$ cat src/rtl/btb_if.sv
// Fetch/execute-side signals of the branch target buffer.
// The pipeline drives through the master view; the BTB answers through the slave view.
interface btb_if;
  logic        stallD;
  logic        flushD;
  logic        flushE;
  logic        flushM;
  logic [31:0] pcF;
  logic        branchM;
  logic        actual_takeM;
  logic [31:0] pcM;
  logic [31:0] actual_targetM;
  logic        hitF;
  logic [31:0] targetF;
  logic        hitD;
  logic [31:0] targetD;
  logic        target_wrongM;
  logic [15:0] hit_count;

  modport master (
    output stallD, flushD, flushE, flushM, pcF,
    output branchM, actual_takeM, pcM, actual_targetM,
    input  hitF, targetF, hitD, targetD, target_wrongM, hit_count
  );

  modport slave (
    input  stallD, flushD, flushE, flushM, pcF,
    input  branchM, actual_takeM, pcM, actual_targetM,
    output hitF, targetF, hitD, targetD, target_wrongM, hit_count
  );
endinterface

$ cat src/rtl/branch_target_buffer.sv
// Direct-mapped branch target buffer: looked up with pcF, trained from M,
// with hit/target carried F->D->E->M so M can flag missing or wrong targets.
module branch_target_buffer #(
  parameter int BTB_DEPTH = 6,
  parameter int TAG_W     = 8
) (
  input logic  clk,
  input logic  rst,
  btb_if.slave bus
);
  localparam int Entries = 1 << BTB_DEPTH;
  localparam int TagLo   = BTB_DEPTH + 2;
  localparam int TagHi   = BTB_DEPTH + TAG_W + 1;

  logic [Entries-1:0] validQ;
  logic [TAG_W-1:0]   tagMem    [Entries];
  logic [31:0]        targetMem [Entries];

  logic [BTB_DEPTH-1:0] idxF, idxM;
  logic [TAG_W-1:0]     tagF, tagM;
  logic                 hitF;
  logic [31:0]          targetF;
  logic                 writeEn;

  logic        hitD, hitE, hitM;
  logic [31:0] targetD, targetE, targetM;
  logic        targetMatchM;
  logic [15:0] hitCount;

  // Only the index/tag window of the PC takes part in lookup and training.
  logic unusedPcBits;
  assign unusedPcBits = ^{bus.pcF[1:0], bus.pcF[31:TagHi+1],
                          bus.pcM[1:0], bus.pcM[31:TagHi+1]};

  assign idxF = bus.pcF[BTB_DEPTH+1:2];
  assign tagF = bus.pcF[TagHi:TagLo];
  assign idxM = bus.pcM[BTB_DEPTH+1:2];
  assign tagM = bus.pcM[TagHi:TagLo];

  assign hitF    = validQ[idxF] && (tagMem[idxF] == tagF);
  assign targetF = hitF ? targetMem[idxF] : 32'h0;

  assign writeEn = bus.branchM & bus.actual_takeM;

  always_ff @(posedge clk or negedge rst) begin
    if (!rst) begin
      validQ <= '0;
    end else if (writeEn) begin
      validQ[idxM] <= 1'b1;
    end
  end

  // Tag/target storage has no reset; a cleared valid bit masks stale contents.
  always_ff @(posedge clk) begin
    if (writeEn) begin
      tagMem[idxM]    <= tagM;
      targetMem[idxM] <= bus.actual_targetM;
    end
  end

  always_ff @(posedge clk or negedge rst) begin
    if (!rst) begin
      hitD    <= 1'b0;
      targetD <= 32'h0;
      hitE    <= 1'b0;
      targetE <= 32'h0;
      hitM    <= 1'b0;
      targetM <= 32'h0;
    end else begin
      if (bus.flushD) begin
        hitD    <= 1'b0;
        targetD <= 32'h0;
      end else if (!bus.stallD) begin
        hitD    <= hitF;
        targetD <= targetF;
      end
      if (bus.flushE) begin
        hitE    <= 1'b0;
        targetE <= 32'h0;
      end else begin
        hitE    <= hitD;
        targetE <= targetD;
      end
      if (bus.flushM) begin
        hitM    <= 1'b0;
        targetM <= 32'h0;
      end else begin
        hitM    <= hitE;
        targetM <= targetE;
      end
    end
  end

  assign targetMatchM = (targetM == bus.actual_targetM);

  always_ff @(posedge clk or negedge rst) begin
    if (!rst) begin
      hitCount <= 16'h0;
    end else if (bus.branchM && hitM && targetMatchM && (hitCount != 16'hFFFF)) begin
      hitCount <= hitCount + 16'h1;
    end
  end

  assign bus.hitF          = hitF;
  assign bus.targetF       = targetF;
  assign bus.hitD          = hitD;
  assign bus.targetD       = targetD;
  assign bus.target_wrongM = bus.branchM & bus.actual_takeM & (~hitM | ~targetMatchM);
  assign bus.hit_count     = hitCount;
endmodule

$ cat src/flat_wrapper.sv
// flat-port wrapper written by rule: the top's interface ports become plain ports
module branch_target_buffer_flat 
#(
  parameter int BTB_DEPTH = 6,
  parameter int TAG_W     = 8
)
  (clk, rst, bus_stallD, bus_flushD, bus_flushE, bus_flushM, bus_pcF, bus_branchM, bus_actual_takeM, bus_pcM, bus_actual_targetM, bus_hitF, bus_targetF, bus_hitD, bus_targetD, bus_target_wrongM, bus_hit_count);
  btb_if bus_i ();
  input logic clk;
  input logic rst;
  input wire logic [$bits(bus_i.stallD)-1:0] bus_stallD;
  input wire logic [$bits(bus_i.flushD)-1:0] bus_flushD;
  input wire logic [$bits(bus_i.flushE)-1:0] bus_flushE;
  input wire logic [$bits(bus_i.flushM)-1:0] bus_flushM;
  input wire logic [$bits(bus_i.pcF)-1:0] bus_pcF;
  input wire logic [$bits(bus_i.branchM)-1:0] bus_branchM;
  input wire logic [$bits(bus_i.actual_takeM)-1:0] bus_actual_takeM;
  input wire logic [$bits(bus_i.pcM)-1:0] bus_pcM;
  input wire logic [$bits(bus_i.actual_targetM)-1:0] bus_actual_targetM;
  output wire logic [$bits(bus_i.hitF)-1:0] bus_hitF;
  output wire logic [$bits(bus_i.targetF)-1:0] bus_targetF;
  output wire logic [$bits(bus_i.hitD)-1:0] bus_hitD;
  output wire logic [$bits(bus_i.targetD)-1:0] bus_targetD;
  output wire logic [$bits(bus_i.target_wrongM)-1:0] bus_target_wrongM;
  output wire logic [$bits(bus_i.hit_count)-1:0] bus_hit_count;
  assign bus_i.stallD = bus_stallD;
  assign bus_i.flushD = bus_flushD;
  assign bus_i.flushE = bus_flushE;
  assign bus_i.flushM = bus_flushM;
  assign bus_i.pcF = bus_pcF;
  assign bus_i.branchM = bus_branchM;
  assign bus_i.actual_takeM = bus_actual_takeM;
  assign bus_i.pcM = bus_pcM;
  assign bus_i.actual_targetM = bus_actual_targetM;
  assign bus_hitF = bus_i.hitF;
  assign bus_targetF = bus_i.targetF;
  assign bus_hitD = bus_i.hitD;
  assign bus_targetD = bus_i.targetD;
  assign bus_target_wrongM = bus_i.target_wrongM;
  assign bus_hit_count = bus_i.hit_count;
  branch_target_buffer #(.BTB_DEPTH(BTB_DEPTH), .TAG_W(TAG_W)) u_core (.clk(clk), .rst(rst), .bus(bus_i));
endmodule
$ cat config.mk
export PLATFORM = sky130hd
export DESIGN_NAME = branch_target_buffer_flat
export DESIGN_NICKNAME = d
export VERILOG_FILES = /design/src/rtl/btb_if.sv /design/src/rtl/branch_target_buffer.sv /design/src/flat_wrapper.sv
export SDC_FILE = /design/constraint.sdc
export NUM_CORES = 2
export LEC_CHECK = 0
export BUFFER_PORTS_ARGS = -buffer_cell sky130_fd_sc_hd__buf_2
export CORE_MARGIN = 2
export CORE_UTILIZATION = 55
export CTS_BUF_LIST = sky130_fd_sc_hd__clkbuf_8
export DETAILED_ROUTE_END_ITERATION = 10
export PLACE_DENSITY = 0.76
export SLEW_MARGIN = 20
export SYNTH_ARGS = -nofsm -noshare
export SYNTH_HDL_FRONTEND = slang
export SYNTH_SLANG_ARGS = --single-unit
$ cat constraint.sdc
create_clock -name clk -period 6.37 [get_ports clk]
set_clock_uncertainty 0.1 [all_clocks]
set_input_delay 1.274 -clock clk [delete_from_list [all_inputs] [get_ports clk]]
set_output_delay 1.274 -clock clk [all_outputs]
set_load 0.1 [all_outputs]
After elaboration in Yosys (flattened, before gate mapping) --
Memory sizes are Yosys's and may differ from the RTL's. Cells that the tools add are included.
Word-level totals: bits in registers 179, bits in writable memories 2560, input bits 104, output and inout port bits 83, word-level logic and storage cells 44, memories 2
Cells by class: $add $sub $neg 1, magnitude comparators 3, equality and inequality tests 4, multiplexer cells 15, bitwise gates (word level) 6, reduce and logical (&&, ||, !) cells 5
Memories:
- u_core.targetMem | words 64, width 32, read ports 1, clocked after memory_dff 0, write ports 1, line branch_target_buffer.sv:17 | logic [31:0] targetMem [Entries];
- u_core.tagMem | words 64, width 8, read ports 1, clocked after memory_dff 0, write ports 1, line branch_target_buffer.sv:16 | logic [TAG_W-1:0] tagMem [Entries];
Operators with widths (number):
- $mux 32 | 5
- $or 64x64->64 | 1
- $eq 32x32->1 | 1
- $add 16x1->16 const B | 1
- $ne 16x16->1 const B | 1
- $lt 6x7->1 const B | 2
- $eq 8x8->1 | 1
- $mux 1 | 8
- $bmux 1 s6 | 1
- $demux 1 s6 | 1
- $ge 6x1->1 const B | 1
- $logic_and 1x1->1 | 5
- $and 1x1->1 | 2
- $ne 2x1->1 const B | 1
- $not 1->1 | 2
- $or 1x1->1 | 1

Depth between registers and ports, before layout --
word-level depth 6, gate-level depth with buffers 16, depth with buffers taken out 8

Worst setup path before layout --
Ideal clock, no wire load.
path kind input to output, start in bus_pcF[2], end out bus_targetF[29], arrival 6.166 ns, data required time 4.996 ns, slack -1.170 ns, stages 14, path through buf_4 -> buf_4 -> buf_2 -> buf_2 -> mux2i_1 -> a22oi_1 -> o211ai_1 -> nand3_1 -> or4_1 -> a222oi_1 -> nand4_1 -> buf_2 -> buf_2 -> nor3b_1
Between the ends: longest elaborated chain between the ends 4, elaborated cells between the ends (all ways) 7
RTL lines:
- start: declaration | line flat_wrapper.sv:15 | input wire logic [$bits(bus_i.pcF)-1:0] bus_pcF;
- $mem_v2 64x8 or $bmux 1 s6 (tied branches)
- $eq 8x8->1 or $mux 1 (tied branches) | line branch_target_buffer.sv:40 | assign hitF = validQ[idxF] && (tagMem[idxF] == tagF);
- $logic_and 1x1->1 | line branch_target_buffer.sv:40
- $mux 32 (*) | line branch_target_buffer.sv:41 | assign targetF = hitF ? targetMem[idxF] : 32'h0;
- end: declaration | line flat_wrapper.sv:21 | output wire logic [$bits(bus_i.targetF)-1:0] bus_targetF;
Every way passes the cells marked *; elsewhere a longest branch is shown, timed or not. The select of a mux whose other input is x is not followed.

Final worst setup path --
start in bus_pcF[2], end out bus_targetF[11]
The elaborated chain is that of the path after synthesis.

==> flow_summary_export.csv <==
group,metric,value,unit
cts,clk_path_buf_depth,4,
timing,rsz0062_at_grt,"false",
yosys,yosysWarnings,0,
die,die-width,441,um
finish,final_net_count,5270,
global_routing,grt_usage,0.298,
cts,cts_inserted_buffers,424,
timing,fmax,0.158,GHz
cts,cts_hold_buf,0,
routing,dr.first_iter.drc_count,9540,
timing,setup_ws,0.0432,ns
setup_path,crit_path_end_kind,"output pin",
min_path,hold_path_class,"in2async",
setup_path,startpoint,"bus_pcF[2]",
yosys,synth-edff-count,2560,
timing,slew_viol_final,0,
global_routing,grt_pass1_wl,400000,um
routing,post-route-drc-count,0,
timing,post-route-period-util,0.993,
yosys,ys_top_cells_by_area,"edfxtp_1 (73%), mux4_2 (16%), dfrtp_1 (4.3%), mux2i_1 (1.0%), clkbuf_1 (0.49%)",
setup_path,critPathLaunchType,"primary input",
setup_path,worstRegToRegCells,12,
setup_path,crit_path_max_fanout,22,
setup_path,critPathSlowestCell,"mux4_2",
setup_path,r2r_setup_slack,2.40,ns
yosys,synth.avg_cell_area,22.9,sq um
routing,vias_per_cell,6.72,
timing,worst_slew_pin_slew,1.28,ns
timing,fin_tns_setup,0,ns
routing,routedWlPerCell,35.9,um
placed_design,place_area,112000,sq um
cts,clock-sinks,2739,
timing,hold-worst-slack,0.112,ns
global_routing,grt_max_degree,114,
setup_path,r2r_end,"u_core.bus.targetD[31]",
global_routing,grt.overflow.total,0,
timing,final.min_clock_period,6.33,ns
yosys,synth_fp_nets,4694,
routing,dr.pass1.iters,6,
finish,drive_above_1_share,0.337,
yosys,synth_largest_area_cell,"edfxtp_1",
run,drv_cap,0,
die,core,190000,sq um
cts,path_clk_slew,0.06,ns
routing,num_vias,53900,
die,initial_core_util,0.553,
timing,hold_viol_final,0,
power_and_ir_drop,power_density,294,nW/um^2
yosys,ys_types,55,
timing,slew_headroom,0.147,
placed_design,placement.io_buffers,150,
die,num_rows,160,
die,num_io_pins,187,
routing,detail-route-antenna-nets,0,
yosys,netlist_instances,4589,
placed_design,pre_cts_ws,0.0401,ns
yosys,synth_top_area_frac,0.732,
outcome,status,"complete, no violations",
setup_path,cp.arrival,4.95,ns
global_routing,grt_pass1_vias,53200,
timing,setup_viol,0,
yosys,yosys_most_used_dff,"edfxtp_1",
finish,final_util,0.630,
global_routing,antenna_found_initial,34,
power_and_ir_drop,p_leak,39.4,nW
cts,clk-insertion-delay-late,1.08,ns
setup_path,worstPathCellList,"buf_8 -> mux4_2 -> mux2_2 -> nand3_1 -> nand4_1 -> or4_1 -> a222oi_1 -> buf_4 -> nand4_1 -> buf_4 -> clkbuf_16 -> nor3b_2 -> buf_12",
cts,cts_tree,"done",
finish,layout_commonest_cell,"edfxtp_1",
setup_path,critPathCapture,"bus_targetF[11]",
yosys,ys_async_sr_fraction,0.0654,
die,die-area,195000,sq um
finish,fin_area,120000,sq um
yosys,syn-cell-area,105000,sq um
routing,totalWireLength,288000,um
setup_path,rr_startpoint,"u_core.tagMem[59][2]",
die,die_y,441,um
finish,layout_common_cells,"edfxtp_1 (2560), mux4_2 (756), clkbuf_8 (446), buf_4 (179), dfrtp_1 (179)",
cts,root_buffer,"clkbuf_8",
setup_path,worstSetupPathType,"in2out",
yosys,ys_seq_area_frac,0.774,
setup_path,critPathRequiredTime,5.00,ns
power_and_ir_drop,peakVddDrop,260,uV
finish,areaGrowthSynthToFinish,13.9,%
cts,htreeDepth,5,
setup_path,cpPeakStageDelay,0.53,ns
yosys,synth-seq-cells,2739,
placed_design,dp_hpwl,163000,um
placed_design,gp_congestion,0.849,
-- final cells by class --
class                      count  area (sq um)
sequential                  2739         81400
clock buffer                 445          6120
tap                         2511          3140
fill                       12000         70400
inverter                       7          38.8
timing repair buffer         398          4130
antenna                       17          42.5
multi-input combinational   1595         23200
clock inverter               308          1540
-- worst max-delay path: cells and delay by family --
| kind | cells | cell delay [ns] |
|---|---|---|
| AOI/OAI and AO/OA | 1 | 0.37 |
| and+or+nand+nor | 5 | 1.30 |
| buffers and inverters | 5 | 1.04 |
| muxes | 2 | 0.88 |
-- sequential cells by signal, indices dropped and copies added, names as in the netlist --
register              flops
u_core.tagMem           512
u_core.hitM               1
u_core.validQ            64
u_core.targetE           32
u_core.hitE               1
u_core.bus.hit_count     16
u_core.bus.hitD           1
u_core.targetM           32
u_core.targetMem       2048
u_core.bus.targetD       32
-- synth_stat cells, types with 4 or more instances --
| cell | instances |
|---|---|
| a211oi_1 | 6 |
| a21oi_1 | 27 |
| a221oi_1 | 11 |
| a22o_1 | 8 |
| a22oi_1 | 25 |
| a311oi_1 | 4 |
| a31oi_1 | 12 |
| and2_1 | 6 |
| and3_1 | 6 |
| buf_1 | 13 |
| buf_2 | 77 |
| buf_4 | 17 |
| clkbuf_1 | 138 |
| dfrtp_1 | 179 |
| edfxtp_1 | 2560 |
| inv_1 | 5 |
| mux2_2 | 8 |
| mux2i_1 | 109 |
| mux4_2 | 756 |
| nand2_1 | 126 |
| nand2b_1 | 4 |
| nand3_1 | 22 |
| nand3b_1 | 35 |
| nand4_1 | 14 |
| nor2_1 | 89 |
| nor2b_1 | 75 |
| nor3_1 | 19 |
| nor3b_1 | 26 |
| nor4_1 | 4 |
| o211ai_1 | 15 |
| o21ai_0 | 12 |
| o31ai_1 | 29 |
| o41ai_2 | 7 |
| or2_2 | 65 |
| or4_1 | 4 |
| xnor2_1 | 31 |
| xor2_1 | 19 |
-- power by group --
part | switching [mW] | internal, mW
Clock | 6.59 | 6.87
Sequential | 0.0413 | 19.8
Combinational | 1.16 | 0.772
Total | 7.79 | 27.4
-- how the worst min path moves through the flow --
| stage | start | end | slack, ns | depth (start not counted) |
|---|---|---|---|---|
| 5_1_grt | rst | u_core.validQ[18] | 0.09 | 1 |
| 3_5_place_dp | u_core.validQ[56] | u_core.validQ[56] | 0.35 | 1 |
| 4_1_cts | rst | u_core.validQ[27] | 0.05 | 1 |
| 6_report | rst | u_core.validQ[27] | 0.11 | 1 |
| 2_1_floorplan | u_core.validQ[10] | u_core.validQ[10] | 0.33 | 1 |
| 3_3_place_gp | u_core.targetE[14] | u_core.targetM[14] | 0.35 | 1 |
-- per-layer routing --
layer,routed length (um),vias up,GRT usage
met5,54,-,0
met4,14800,10,0.138
met3,39700,753,0.0830
met2,134000,4527,0.451
met1,99400,28100,0.410
li1,-,20600,-
-- stage by stage --
step,instances,total power [mW]
2_1_floorplan,4589,21.3
3_3_place_gp,7241,22.1
3_5_place_dp,7244,22.1
4_1_cts,7997,35.3
5_1_grt,8012,36.2
6_report,8020,35.2
-- what timing repair did --
action                     4_1_cts  5_1_grt
setup buffers                    0        1
resized for setup                0        6
setup endpoints to repair        0       28
-- cells by family after synthesis --
family / Yosys count / share of synthesized area
compound gates: 168 / 0.0119
xor+xnor: 50 / 0.00417
fa+ha+maj: 1 / 0.000119
buf+inv: 255 / 0.0109
flops: 2739 / 0.774
mux: 873 / 0.173
simple gates: 503 / 0.0253
Power figures use the tool's default switching activity.
